### config.mk
export PLATFORM = sky130hd
export DESIGN_NAME = hazard_ctrl
export DESIGN_NICKNAME = d
export VERILOG_FILES = /design/src/rtl/hazard_ctrl.sv
export SDC_FILE = /design/constraint.sdc
export NUM_CORES = 1
export LEC_CHECK = 0
export ABC_AREA = 1
export BUFFER_PORTS_ARGS = -buffer_cell sky130_fd_sc_hd__buf_2
export CORE_MARGIN = 4
export CORE_UTILIZATION = 58
export DETAILED_ROUTE_END_ITERATION = 6
export PLACE_DENSITY = 0.85
export SYNTH_ARGS = -nofsm -noshare
export SYNTH_HDL_FRONTEND = slang
export SYNTH_SLANG_ARGS = --single-unit
### constraint.sdc
create_clock -name clk -period 2.8 [get_ports clk]
set_clock_uncertainty 0.2 [all_clocks]
set_input_delay 0.28 -clock clk [delete_from_list [all_inputs] [get_ports clk]]
set_output_delay 0.28 -clock clk [all_outputs]
set_load 0.01 [all_outputs]
### src/rtl/hazard_ctrl.sv
// Pipeline hazard control: load-use stall FSM, mult/div busy tracking,
// branch flush priority and a saturating stall-cycle counter.
module hazard_ctrl #(
   parameter int REG_AW      = 5,
   parameter int LOAD_STALL  = 1,
   parameter int MD_LAT      = 4,
   parameter int ZERO_EXEMPT = 1
) (
   input  logic              clk,
   input  logic              rst_n,
   input  logic              id_ex_mem_read,
   input  logic [REG_AW-1:0] id_ex_rt,
   input  logic [REG_AW-1:0] if_id_rs,
   input  logic [REG_AW-1:0] if_id_rt,
   input  logic              if_id_uses_rt,
   input  logic              if_id_reads_hilo,
   input  logic              md_start,
   input  logic              branch_taken,
   output logic              pc_write,
   output logic              if_id_write,
   output logic              bubble_sel,
   output logic              if_id_flush,
   output logic              md_busy,
   output logic [15:0]       stall_cycles
);

   typedef enum logic {IDLE, LSTALL} state_t;

   localparam logic [2:0] LS_INIT = 3'(LOAD_STALL - 1);
   localparam logic [5:0] MD_INIT = 6'(MD_LAT);
   localparam logic       ZX      = (ZERO_EXEMPT != 0);

   state_t      state;
   logic [2:0]  lcnt;
   logic [5:0]  mcnt;
   logic        raw_hit;
   logic        load_hit;
   logic        hilo_hit;
   logic        stall;

   assign raw_hit  = id_ex_mem_read &
                     ((id_ex_rt == if_id_rs) |
                      (if_id_uses_rt & (id_ex_rt == if_id_rt)));
   assign load_hit = raw_hit & ~(ZX & (id_ex_rt == '0));
   assign md_busy  = (mcnt != 6'd0);
   assign hilo_hit = if_id_reads_hilo & md_busy;
   assign stall    = ((state == IDLE) & load_hit) |
                     (state == LSTALL) | hilo_hit;

   assign pc_write    = ~stall | branch_taken;
   assign if_id_write = ~stall;
   assign bubble_sel  = stall;
   assign if_id_flush = branch_taken;

   // The hit cycle itself is the first stall cycle, so LSTALL covers
   // the remaining LOAD_STALL-1 cycles.
   always_ff @(posedge clk or negedge rst_n) begin
      if (!rst_n) begin
         state <= IDLE;
         lcnt  <= 3'd0;
      end else if (branch_taken) begin
         state <= IDLE;
         lcnt  <= 3'd0;
      end else begin
         unique case (state)
            IDLE: begin
               if (load_hit && LOAD_STALL > 1) begin
                  state <= LSTALL;
                  lcnt  <= LS_INIT;
               end
            end
            LSTALL: begin
               if (lcnt <= 3'd1) begin
                  state <= IDLE;
                  lcnt  <= 3'd0;
               end else begin
                  lcnt <= lcnt - 3'd1;
               end
            end
            default: begin
               state <= IDLE;
               lcnt  <= 3'd0;
            end
         endcase
      end
   end

   always_ff @(posedge clk or negedge rst_n) begin
      if (!rst_n) begin
         mcnt <= 6'd0;
      end else if (md_start) begin
         mcnt <= MD_INIT;
      end else if (mcnt != 6'd0) begin
         mcnt <= mcnt - 6'd1;
      end
   end

   always_ff @(posedge clk or negedge rst_n) begin
      if (!rst_n) begin
         stall_cycles <= 16'd0;
      end else if (stall && !branch_taken &&
                   stall_cycles != 16'hFFFF) begin
         stall_cycles <= stall_cycles + 16'd1;
      end
   end

endmodule

==> impl_metrics.py, run 1 <==
metrics = {
    "placement": {
        "hpwl_um": 2880,
        "portBuffers": 42,
        "placed_area_um2": 2020,
        "pre_cts_ws_ns": 0.695,
        "place_congestion": 0.827,
    },
    "synth": {
        "yosys_register_bits": 26,
        "synth_compound_area_share_pct": 3.46,
        "yosysWarnings": 0,
        "synth.cell_area_um2": 1810,
        "synth_fa_ha_area_share_pct": 2.77,
        "synth-seq-area-share_pct": 36.0,
        "synth_cells": 254,
        "synth_top_family_by_area": "simple AND/OR/NAND/NOR gates",
        "synth_simple_gate_area_share_pct": 40.5,
        "yosys.cell_types.count": 27,
        "synth_xor_area_share_pct": 5.81,
        "syn_avg_cell_area_um2": 7.12,
        "synth_mux_area_share_pct": 0,
        "syn-num-nets": 280,
    },
    "pwr": {
        "p_leak_nw": 1.15,
        "power_density_nw_per_um2": 555,
        "ir_drop_mv": 0.342,
    },
    "setup_path": {
        "cp_slowest_cell": "dfrtp_1",
        "worstSetupPathType": "reg2out",
        "cp.arrival_ns": 2.00,
        "worstPathMaxFanout": 27,
        "critical-path-top-delay-family": "simple AND/OR/NAND/NOR gates",
        "path_buf_inv": 3,
        "max_stage_delay_ns": 0.41,
        "path_cells": "inv_1 -> ha_1 -> inv_1 -> nor3_2 -> nand2_2 -> a21oi_4 -> nand2_4 -> nand2_1 -> buf_2",
        "end_kind": "output port",
        "start_kind": "register",
        "worstPathRequired_ns": 2.32,
        "critPathMostFrequentCell": "inv_1",
    },
    "layout": {
        "diodes": 0,
        "area.growth.synth_to_final_pct": 16.5,
        "final_cell_area_um2": 2110,
        "drive_gt1_share_pct": 21.5,
        "layout.nets": 324,
    },
    "routing": {
        "dr.pass1.iters": 4,
        "post_drt_wl_per_cell_um": 11.1,
        "viasPerCell": 5.09,
        "dr_total_vias": 1737,
        "drt-initial-drc-count": 78,
        "routed_wl_um": 3790,
        "drc_errors": 0,
        "drtAntennaViolNets": 0,
    },
    "die": {
        "fp.dieH_um": 63.9,
        "rows": 20,
        "start_util_pct": 59.8,
        "die_w_um": 63.9,
        "dieArea_um2": 4080,
        "design.core.area_um2": 3030,
        "io_pins": 43,
    },
    "sta": {
        "max_slew_margin_pct": 62.5,
        "max_freq_mhz": 403,
        "rsz0062_at_grt": "false",
        "setup_viol": 0,
        "finalWorstSetupSlack_ns": 0.318,
        "worst_pin_slew_ns": 0.562,
        "period_needed_ns": 2.48,
        "maxSlewViolCount": 0,
        "setup_tns_ns": 0,
        "hold_viol": 0,
        "fin_crit_sh_pct": 88.7,
    },
    "grt": {
        "antenna_found_initial": 0,
        "grt.overflow.total": 0,
        "grt_util_all_layers_pct": 20.6,
        "grt_pass1_vias": 1613,
        "grt_pass1_wl_um": 6820,
        "grt_max_degree": 28,
    },
    "cts": {
        "htree_levels": 1,
        "cts_max_path_buffers": 2,
        "clk_pin_slew_ns": 0.15,
        "ctsResizeCount": 0,
        "postCtsSetupRepairBufs": 0,
        "numCtsBuffers": 3,
        "cts_tree": "yes",
        "cts-root-buf": "clkbuf_4",
        "insertion_delay_ns": 0.33,
        "cts.sinks": 26,
    },
    "run_status": {
        "status": "finished clean",
    },
    "hold_path": {
        "hp-class": "in2async",
    },
    "job": {
        "maxCapViolations": 0,
    },
}
## cells in the mapped netlist
library cell  number  area [µm²]
nand2_4            1        11.3
buf_2              1        5.00
buf_4              1        7.51
buf_1              1        3.75
nor2_1            23        86.3
nand4_1           18         113
o21ai_1            1        5.00
o22ai_1            1        6.26
nor3_1             5        25.0
nand2_1           80         300
nand3_2            2        20.0
ha_1               4        50.1
a21oi_1            2        10.0
nor2_4             2        22.5
a21oi_4            1        16.3
nand3_1           18        90.1
nor3_2             2        20.0
inv_2              7        26.3
inv_1             35         131
nand2_2            1        6.26
dfrtp_1           26         651
o21ai_0            5        25.0
xnor2_1            8        70.1
nand4_4            1        21.3
nand3_4            1        17.5
buf_6              3        33.8
xor2_1             4        35.0
## per-stage QoR
stage | instances | power (mW) | hold slack, ns | util (%)
final | 341 | 1.17 | 0.247 | 69.6
after global placement | 334 | 0.898 | 0.110 | 66.9
after detailed placement | 334 | 0.916 | 0.106 | 66.9
after global routing | 341 | 1.27 | 0.293 | 69.6
after floorplan | 254 | 0.799 | -0.216 | -
after CTS | 341 | 1.18 | 0.264 | 69.6
## cell type report
class                           instances  area [µm²]
Clock buffer                            3        22.5
Clock inverter                          1        30.0
Fill cell                             265         921
Inverter                               42         158
Multi-Input combinational cell        180         951
Sequential cell                        26         651
Tap cell                               44        55.1
Timing Repair Buffer                   45         240
## logic make-up after synthesis
group                    count (synthesis)
XOR/XNOR                                12
adder cells (fa/ha/maj)                  4
AND/OR/NAND/NOR                        154
flip-flops                              26
AO/OA/AOI/OAI                           10
buffers and inverters                   48
## flip-flops by register name (all words and copies together), names as in the netlist
signal and cells:
state 1, stall_cycles 16, mcnt 6, lcnt 3
## power breakdown
group	internal, mW	leakage [nW]	switching, mW
logic	0.156	0.770	0.235
clock network	0.145	0.0279	0.115
registers	0.441	0.351	0.0777
total	0.742	1.15	0.428
## routing by layer
| metal | global-route usage [%] | vias up | part of all wire, % |
|---|---|---|---|
| met2 | 36.6 | 49 | 49 |
| li1 | - | 893 | - |
| met1 | 25.7 | 790 | 45 |
| met3 | 3.51 | 5 | 5.8 |
| met4 | 4.85 | 0 | 0.79 |
| met5 | 0 | - | 0 |
## what timing repair did
item,CTS,global route
endpoints found under the setup margin,0,0
hold endpoints to repair,29,0
hold buffers,3,0
## placed cells by master (no fill, tap or decap), drive strengths merged, types with 3 or more instances in the layout
master,count
xnor2,8
a21oi,3
dfrtp,26
nor2,25
nand3,21
ha,4
dlygate4sd3,3
buf,42
o21ai,6
nor3,7
xor2,4
nand2,82
nand4,19
inv,42
clkbuf,3
## path summary, 6_finish.rpt
path                                     start  slack [ns]                     endpoint  cells past startpoint
setup / recovery           mcnt[0]$_DFFE_PN0P_        0.32                     pc_write                      9
hold / removal                           rst_n        0.25  stall_cycles[8]$_DFFE_PN0P_                      2
setup reg to reg           mcnt[0]$_DFFE_PN0P_        0.80  stall_cycles[5]$_DFFE_PN0P_                     10
hold reg to reg            mcnt[0]$_DFFE_PN0P_        0.31          mcnt[0]$_DFFE_PN0P_                      1
max in group asynchronous                rst_n        1.78  stall_cycles[3]$_DFFE_PN0P_                      2
min in group clk           mcnt[0]$_DFFE_PN0P_        0.31          mcnt[0]$_DFFE_PN0P_                      1
(Power assumes the default switching activity.)
==> inputs of run 2 (changes only) <==
==> constraint.sdc (replaced) <==
create_clock -name clk -period 2.8 [get_ports clk]
set_clock_uncertainty 0.2 [all_clocks]
set_input_delay 0.28 -clock clk [delete_from_list [all_inputs] [get_ports clk]]
set_output_delay 0.28 -clock clk [all_outputs]
set_load 0.1 [all_outputs]
==> run 2 against run 1 <==
  * Flip-flop and latch count unchanged
  * Worst hold slack gained 0.0058 ns
  * Utilization is 0.37 points higher
  * Register-to-register slack lost 0.03 ns
  * Via count down 2.0%
  * Clock-buffer cell count did not move
  * First-iteration DRC count is 17% higher
  * Critical path type unchanged
==> impl_metrics.py, run 2 (same netlist as run 1, synthesis figures left out) <==
metrics = {
    "run_status": {
        "status": "finished clean",
    },
    "sta": {
        "fin_crit_sh_pct": 93.5,
        "rsz0062_at_grt": "false",
        "finalWorstSetupSlack_ns": 0.183,
        "max_slew_margin_pct": 62.0,
        "hold_viol": 0,
        "max_freq_mhz": 382,
        "setup_tns_ns": 0,
        "period_needed_ns": 2.62,
        "worst_pin_slew_ns": 0.570,
        "setup_viol": 0,
        "maxSlewViolCount": 0,
    },
    "pwr": {
        "power_frac_seq_pct": 34.3,
        "swShare_pct": 50.5,
        "p_int_mw": 0.747,
        "ir_drop_mv": 0.544,
        "pwr-share-comb_pct": 48.5,
        "power_density_nw_per_um2": 712,
        "p_leak_nw": 1.15,
        "p_switching_mw": 0.761,
        "pwr-share-clk_pct": 17.2,
    },
    "die": {
        "io_pins": 43,
        "dieArea_um2": 4080,
        "start_util_pct": 59.8,
        "fp.dieH_um": 63.9,
        "design.core.area_um2": 3030,
        "die_w_um": 63.9,
        "rows": 20,
    },
    "setup_path": {
        "path_depth": 9,
        "path_cells": "inv_1 -> ha_1 -> inv_1 -> nor3_2 -> nand2_2 -> a21oi_4 -> nand2_4 -> inv_2 -> buf_4",
        "rr_startpoint": "stall_cycles[0]$_DFFE_PN0P_",
        "worstPathRequired_ns": 2.32,
        "max_stage_delay_ns": 0.42,
        "cp.arrival_ns": 2.14,
        "cp_slowest_cell": "dfrtp_1",
        "start_kind": "register",
        "cp-endpoint": "if_id_write",
        "critPathMostFrequentCell": "inv_1",
        "end_kind": "output port",
        "worst_r2r_endpoint": "stall_cycles[10]$_DFFE_PN0P_",
        "r2r_cells": 9,
        "path_buf_inv": 4,
        "worstPathMaxFanout": 27,
        "critical-path-top-delay-family": "buffers and inverters",
        "worstSetupPathType": "reg2out",
        "crit_start": "mcnt[0]$_DFFE_PN0P_",
        "ff2ff_setup_slack_ns": 0.77,
    },
    "cts": {
        "numCtsBuffers": 3,
        "cts-root-buf": "clkbuf_4",
        "clk_pin_slew_ns": 0.15,
        "insertion_delay_ns": 0.33,
        "cts_max_path_buffers": 2,
        "cts.sinks": 26,
        "htree_levels": 1,
        "cts_tree": "yes",
    },
    "grt": {
        "grt_pass1_wl_um": 6800,
        "grt.overflow.total": 0,
        "grt_util_all_layers_pct": 20.3,
        "antenna_found_initial": 0,
        "grt_max_degree": 28,
        "grt_pass1_vias": 1609,
    },
    "routing": {
        "dr.pass1.iters": 5,
        "drt-initial-drc-count": 91,
        "post_drt_wl_per_cell_um": 11.4,
        "viasPerCell": 4.99,
        "dr_total_vias": 1702,
        "drtAntennaViolNets": 0,
        "drc_errors": 0,
        "routed_wl_um": 3900,
    },
    "hold_path": {
        "hp-class": "in2async",
    },
    "layout": {
        "layout_commonest_cell": "nand2_1",
        "drive_gt1_share_pct": 21.9,
        "final_cell_mix": "nand2_1 (79), buf_2 (40), inv_1 (35)",
        "diodes": 0,
        "area.growth.synth_to_final_pct": 17.1,
        "reg_top3": "stall_cycles: 16 flops, mcnt: 6 flops, lcnt: 3 flops",
        "final_cells": 341,
        "largest_register_ff_count": 16,
        "fillers": 252,
        "final_core_util_pct": 70.0,
        "top_register": "stall_cycles",
        "layout.nets": 324,
    },
    "placement": {
        "place_inst": 334,
        "portBuffers": 42,
        "place_congestion": 0.815,
        "pre_cts_ws_ns": 0.425,
        "hpwl_um": 2770,
    },
    "job": {
        "maxCapViolations": 0,
    },
}
[run 2: cell types whose count changed in the layout (fill, tap and decap cells not counted)]
cell     before  now
buf_6         0    1
nand2_2       1    2
buf_2        42   40
buf_4         0    1
nand2_1      80   79
[run 2: worst reg2reg max path: cells and delay by family (launching register included)]
kind	cells	cell delay, ns
and+or+nand+nor	8	1.09
DFF	1	0.46
adders and majority gates	1	0.23
[run 2: area by class of cell]
type | count | area, µm² | share of cell area [%]
inverters | 42 | 158 | 7.44
multi-input cells | 180 | 953 | 45.0
clock inverters | 1 | 30.0 | 1.42
clock buffers | 3 | 22.5 | 1.06
repair buffers | 45 | 249 | 11.8
well taps | 44 | 55.1 | 2.60
flip-flops and latches | 26 | 651 | 30.7
[run 2: what timing repair did]
| item | CTS | global route |
|---|---|---|
| setup endpoints to repair | 0 | 2 |
| endpoints found under the hold margin | 28 | 0 |
| buffers inserted | 0 | 0 |
| hold buffers | 3 | 0 |
| resized for setup | 0 | 5 |
[run 2: worst min path at each step]
stage / cells after the start / start / slack, ns / endpoint
4_1_cts: 2 / rst_n / 0.27 / stall_cycles[0]$_DFFE_PN0P_
3_5_place_dp: 1 / rst_n / 0.11 / stall_cycles[14]$_DFFE_PN0P_
5_1_grt: 2 / rst_n / 0.29 / stall_cycles[15]$_DFFE_PN0P_
2_1_floorplan: 0 / rst_n / -0.22 / lcnt[0]$_DFFE_PN0P_
3_3_place_gp: 1 / rst_n / 0.11 / stall_cycles[13]$_DFFE_PN0P_
6_report: 2 / rst_n / 0.25 / stall_cycles[15]$_DFFE_PN0P_
[run 2: through the flow]
stage,hold slack (ns),cell area (µm²),power [mW]
final,0.253,2120,1.51
after global routing,0.293,2120,1.60
after CTS,0.272,2110,1.51
after detailed placement,0.108,2030,1.25
after global placement,0.106,2030,1.23
after floorplan,-0.216,1810,1.13
[run 2: routing by layer]
layer	GRT usage, %	vias to the layer above	wire length [µm]
met5	0	-	0
met4	6.47	0	48
met3	2.46	5	152
met2	35.1	34	1950
met1	26.2	770	1750
li1	-	893	-
[run 2: power groups by stage]
stage	logic [mW]	registers, mW	clock network, mW
2_1_floorplan	0.390	0.739	0
3_3_place_gp	0.710	0.521	0
3_5_place_dp	0.723	0.523	0
4_1_cts	0.730	0.516	0.265
5_1_grt	0.785	0.530	0.288
6_report	0.732	0.517	0.259
==> inputs of run 3 (changes only) <==
ABC_AREA = default   (was 1)
CORE_UTILIZATION = 35   (was 58)
PLACE_DENSITY = default   (was 0.85)
==> run 3 against run 2 <==
  * Maximum frequency is 4.8% lower
  * First-iteration DRC count decreased by 51%
  * Register-to-register slack worse by 0.63 ns
  * Sequential share of layout area increased by 4.7 points
  * Critical path depth shrank 2
  * Die area up 28%
  * Synthesized cell count down 44%
  * Flip-flop and latch count stayed put
  * Critical endpoint is now pc_write
  * Largest power group unchanged
==> impl_metrics.py, run 3 <==
metrics = {
    "setup_path": {
        "end_kind": "output port",
        "rr_startpoint": "mcnt[0]$_DFFE_PN0P_",
        "worstPathRequired_ns": 2.32,
        "path_cells": "inv_1 -> ha_1 -> or3b_4 -> or3_4 -> a21oi_4 -> o22a_4 -> buf_12",
        "worstSetupPathType": "reg2out",
        "critical-path-top-delay-family": "simple AND/OR/NAND/NOR gates",
        "path_buf_inv": 2,
        "cp.arrival_ns": 2.27,
        "max_stage_delay_ns": 0.41,
        "crit_start": "mcnt[0]$_DFFE_PN0P_",
        "worstPathMaxFanout": 7,
        "start_kind": "register",
        "cp_slowest_cell": "dfrtp_1",
    },
    "routing": {
        "dr.pass1.iters": 4,
        "viasPerCell": 5.07,
        "drtAntennaViolNets": 0,
        "drt-initial-drc-count": 45,
        "routed_wl_um": 3130,
        "drc_errors": 0,
        "dr_total_vias": 1217,
        "post_drt_wl_per_cell_um": 13.0,
    },
    "synth": {
        "synth_top_area_cell": "dfrtp_1",
        "synthArstFlopShare_pct": 100,
        "yosys-top-cells-area": "dfrtp_1 (45%), xor2_1 (15%), nand2_1 (3.6%)",
        "synth_cells": 141,
        "syn-num-nets": 167,
        "synth.cell_area_um2": 1440,
        "yosys.cell_types.count": 33,
        "yosys_register_bits": 26,
        "synthTopCellsByCount": "dfrtp_1 (26), xor2_1 (25), nand2_1 (14)",
        "ys.flop_type": "dfrtp_1",
        "syn_avg_cell_area_um2": 10.2,
        "synth-seq-area-share_pct": 45.1,
        "synth.most_common_cell": "dfrtp_1",
        "yosysWarnings": 0,
        "yosys.area.top_type_share_pct": 45.1,
        "synth_edf_count": 0,
    },
    "pwr": {
        "pwr-share-comb_pct": 53.8,
        "power_density_nw_per_um2": 864,
        "power.total_mw": 1.59,
        "p_leak_nw": 0.946,
        "swShare_pct": 50.9,
        "p_switching_mw": 0.807,
        "p_int_mw": 0.778,
        "power_frac_seq_pct": 33.6,
        "pwr-share-clk_pct": 12.6,
        "ir_drop_mv": 1.14,
    },
    "job": {
        "maxCapViolations": 0,
    },
    "layout": {
        "multi_input_area_um2": 749,
        "layout_commonest_cell": "buf_2",
        "final_core_util_pct": 45.9,
        "layout.nets": 218,
        "reg_top3": "stall_cycles: 16 flops, mcnt: 6 flops, lcnt: 3 flops",
        "top_register": "stall_cycles",
        "area.growth.synth_to_final_pct": 27.1,
        "largest_register_ff_count": 16,
        "final_cell_mix": "buf_2 (39), dfrtp_1 (26), xor2_1 (25)",
        "diodes": 0,
        "fillers": 378,
        "drive_gt1_share_pct": 32.1,
        "seq_area_um2": 651,
    },
    "sta": {
        "hold_viol": 0,
        "rsz0062_at_grt": "true",
        "max_freq_mhz": 364,
        "maxSlewViolCount": 0,
        "period_needed_ns": 2.75,
        "setup_viol": 0,
        "max_slew_margin_pct": 57.5,
        "worst_pin_slew_ns": 0.631,
        "fin_crit_sh_pct": 98.2,
    },
    "cts": {
        "cts_tree": "yes",
        "cts.sinks": 26,
        "insertion_delay_ns": 0.26,
        "cts-root-buf": "clkbuf_8",
        "htree_levels": 1,
        "numCtsBuffers": 3,
        "cts_max_path_buffers": 2,
        "clk_pin_slew_ns": 0.08,
    },
    "hold_path": {
        "hp-class": "in2reg",
        "hp-start": "md_start",
    },
    "grt": {
        "grt_pass1_wl_um": 4930,
        "grt_pass1_vias": 1122,
        "antenna_found_initial": 0,
        "grt_max_degree": 27,
        "grt.overflow.total": 0,
        "grt_util_all_layers_pct": 11.9,
    },
    "die": {
        "dieArea_um2": 5220,
        "io_pins": 43,
        "die_w_um": 72.2,
        "rows": 23,
        "start_util_pct": 36.1,
        "fp.dieH_um": 72.2,
        "design.core.area_um2": 4000,
    },
    "placement": {
        "place_congestion": 0.819,
        "portBuffers": 42,
        "hpwl_um": 2460,
    },
    "run_status": {
        "status": "finished clean",
    },
}
run 3: changes by cell type after synthesis, moves of 14 or more:
cell,before,now
nand3_1,18,4
nand4_1,18,2
nand2_1,80,14
nor2_1,23,8
inv_1,35,8
xor2_1,4,25
run 3: cell families after synthesis:
kind of cell | after synthesis | share of synthesized area [%]
fa+ha+maj | 4 | 3.47
flops | 26 | 45.1
simple gates | 54 | 21.1
mux | 1 | 1.04
buf+inv | 11 | 4.16
xor+xnor | 27 | 16.4
compound gates | 18 | 8.84
run 3: final timing paths:
path / depth (start not counted) / slack (ns) / endpoint
setup / recovery: 7 / 0.05 / pc_write
hold / removal: 2 / 0.05 / mcnt[0]$_DFFE_PN0P_
setup reg to reg: 9 / 0.14 / stall_cycles[10]$_DFFE_PN0P_
hold reg to reg: 1 / 0.29 / lcnt[2]$_DFFE_PN0P_
max in group asynchronous: 2 / 1.69 / stall_cycles[10]$_DFFE_PN0P_
min in group asynchronous: 2 / 0.34 / mcnt[3]$_DFFE_PN0P_
run 3: timing repair:
item | 4_1_cts | 5_1_grt
setup buffers | 2 | 3
endpoints found under the hold margin | 26 | 0
hold buffers | 1 | 0
setup endpoints to repair | 1 | 3
gates resized for setup | 0 | 2
pin swaps | 1 | 2
run 3: metrics by stage:
stage	hold WS (ns)	instance area, µm²	TNS, ns	worst slack [ns]	std cells
6_report	0.0540	1840	0	0.0510	240
5_1_grt	0.0568	1840	-0.0241	-0.0219	240
4_1_cts	0.0387	1810	0	0.00707	237
3_5_place_dp	0.111	1740	0	0.188	231
3_3_place_gp	0.108	1740	0	0.273	231
2_1_floorplan	-0.216	1470	-0.0127	-0.0127	141
run 3: cell type report:
class | count | share of cell area [%]
Multi-Input combinational cell | 104 | 40.8
Timing Repair Buffer | 49 | 16.2
Clock buffer | 3 | 2.25
Sequential cell | 26 | 35.4
Inverter | 8 | 1.84
Tap cell | 50 | 3.41
run 3: layer usage:
metal | part of all wire [%] | global-route usage, %
met1 | 39 | 13.0
met2 | 56 | 22.9
met3 | 3.5 | 2.22
met4 | 1.2 | 3.76
met5 | 0 | 0
run 3: power by group through the flow:
stage          combinational, mW  clock [mW]  sequential [mW]
6_report                   0.852       0.200            0.533
5_1_grt                    0.886       0.222            0.545
4_1_cts                    0.821       0.208            0.536
3_5_place_dp               0.810           0            0.543
3_3_place_gp               0.795           0            0.536
2_1_floorplan              0.391           0            0.820
run 3: worst reg2reg max path: stages, from the launching register on:
cell	delay (ns)
dfrtp_1	0.41
inv_1	0.07
ha_1	0.16
or3b_4	0.39
or3_4	0.40
a21oi_4	0.21
o22a_4	0.19
buf_4	0.18
and4bb_1	0.21
xor2_1	0.14
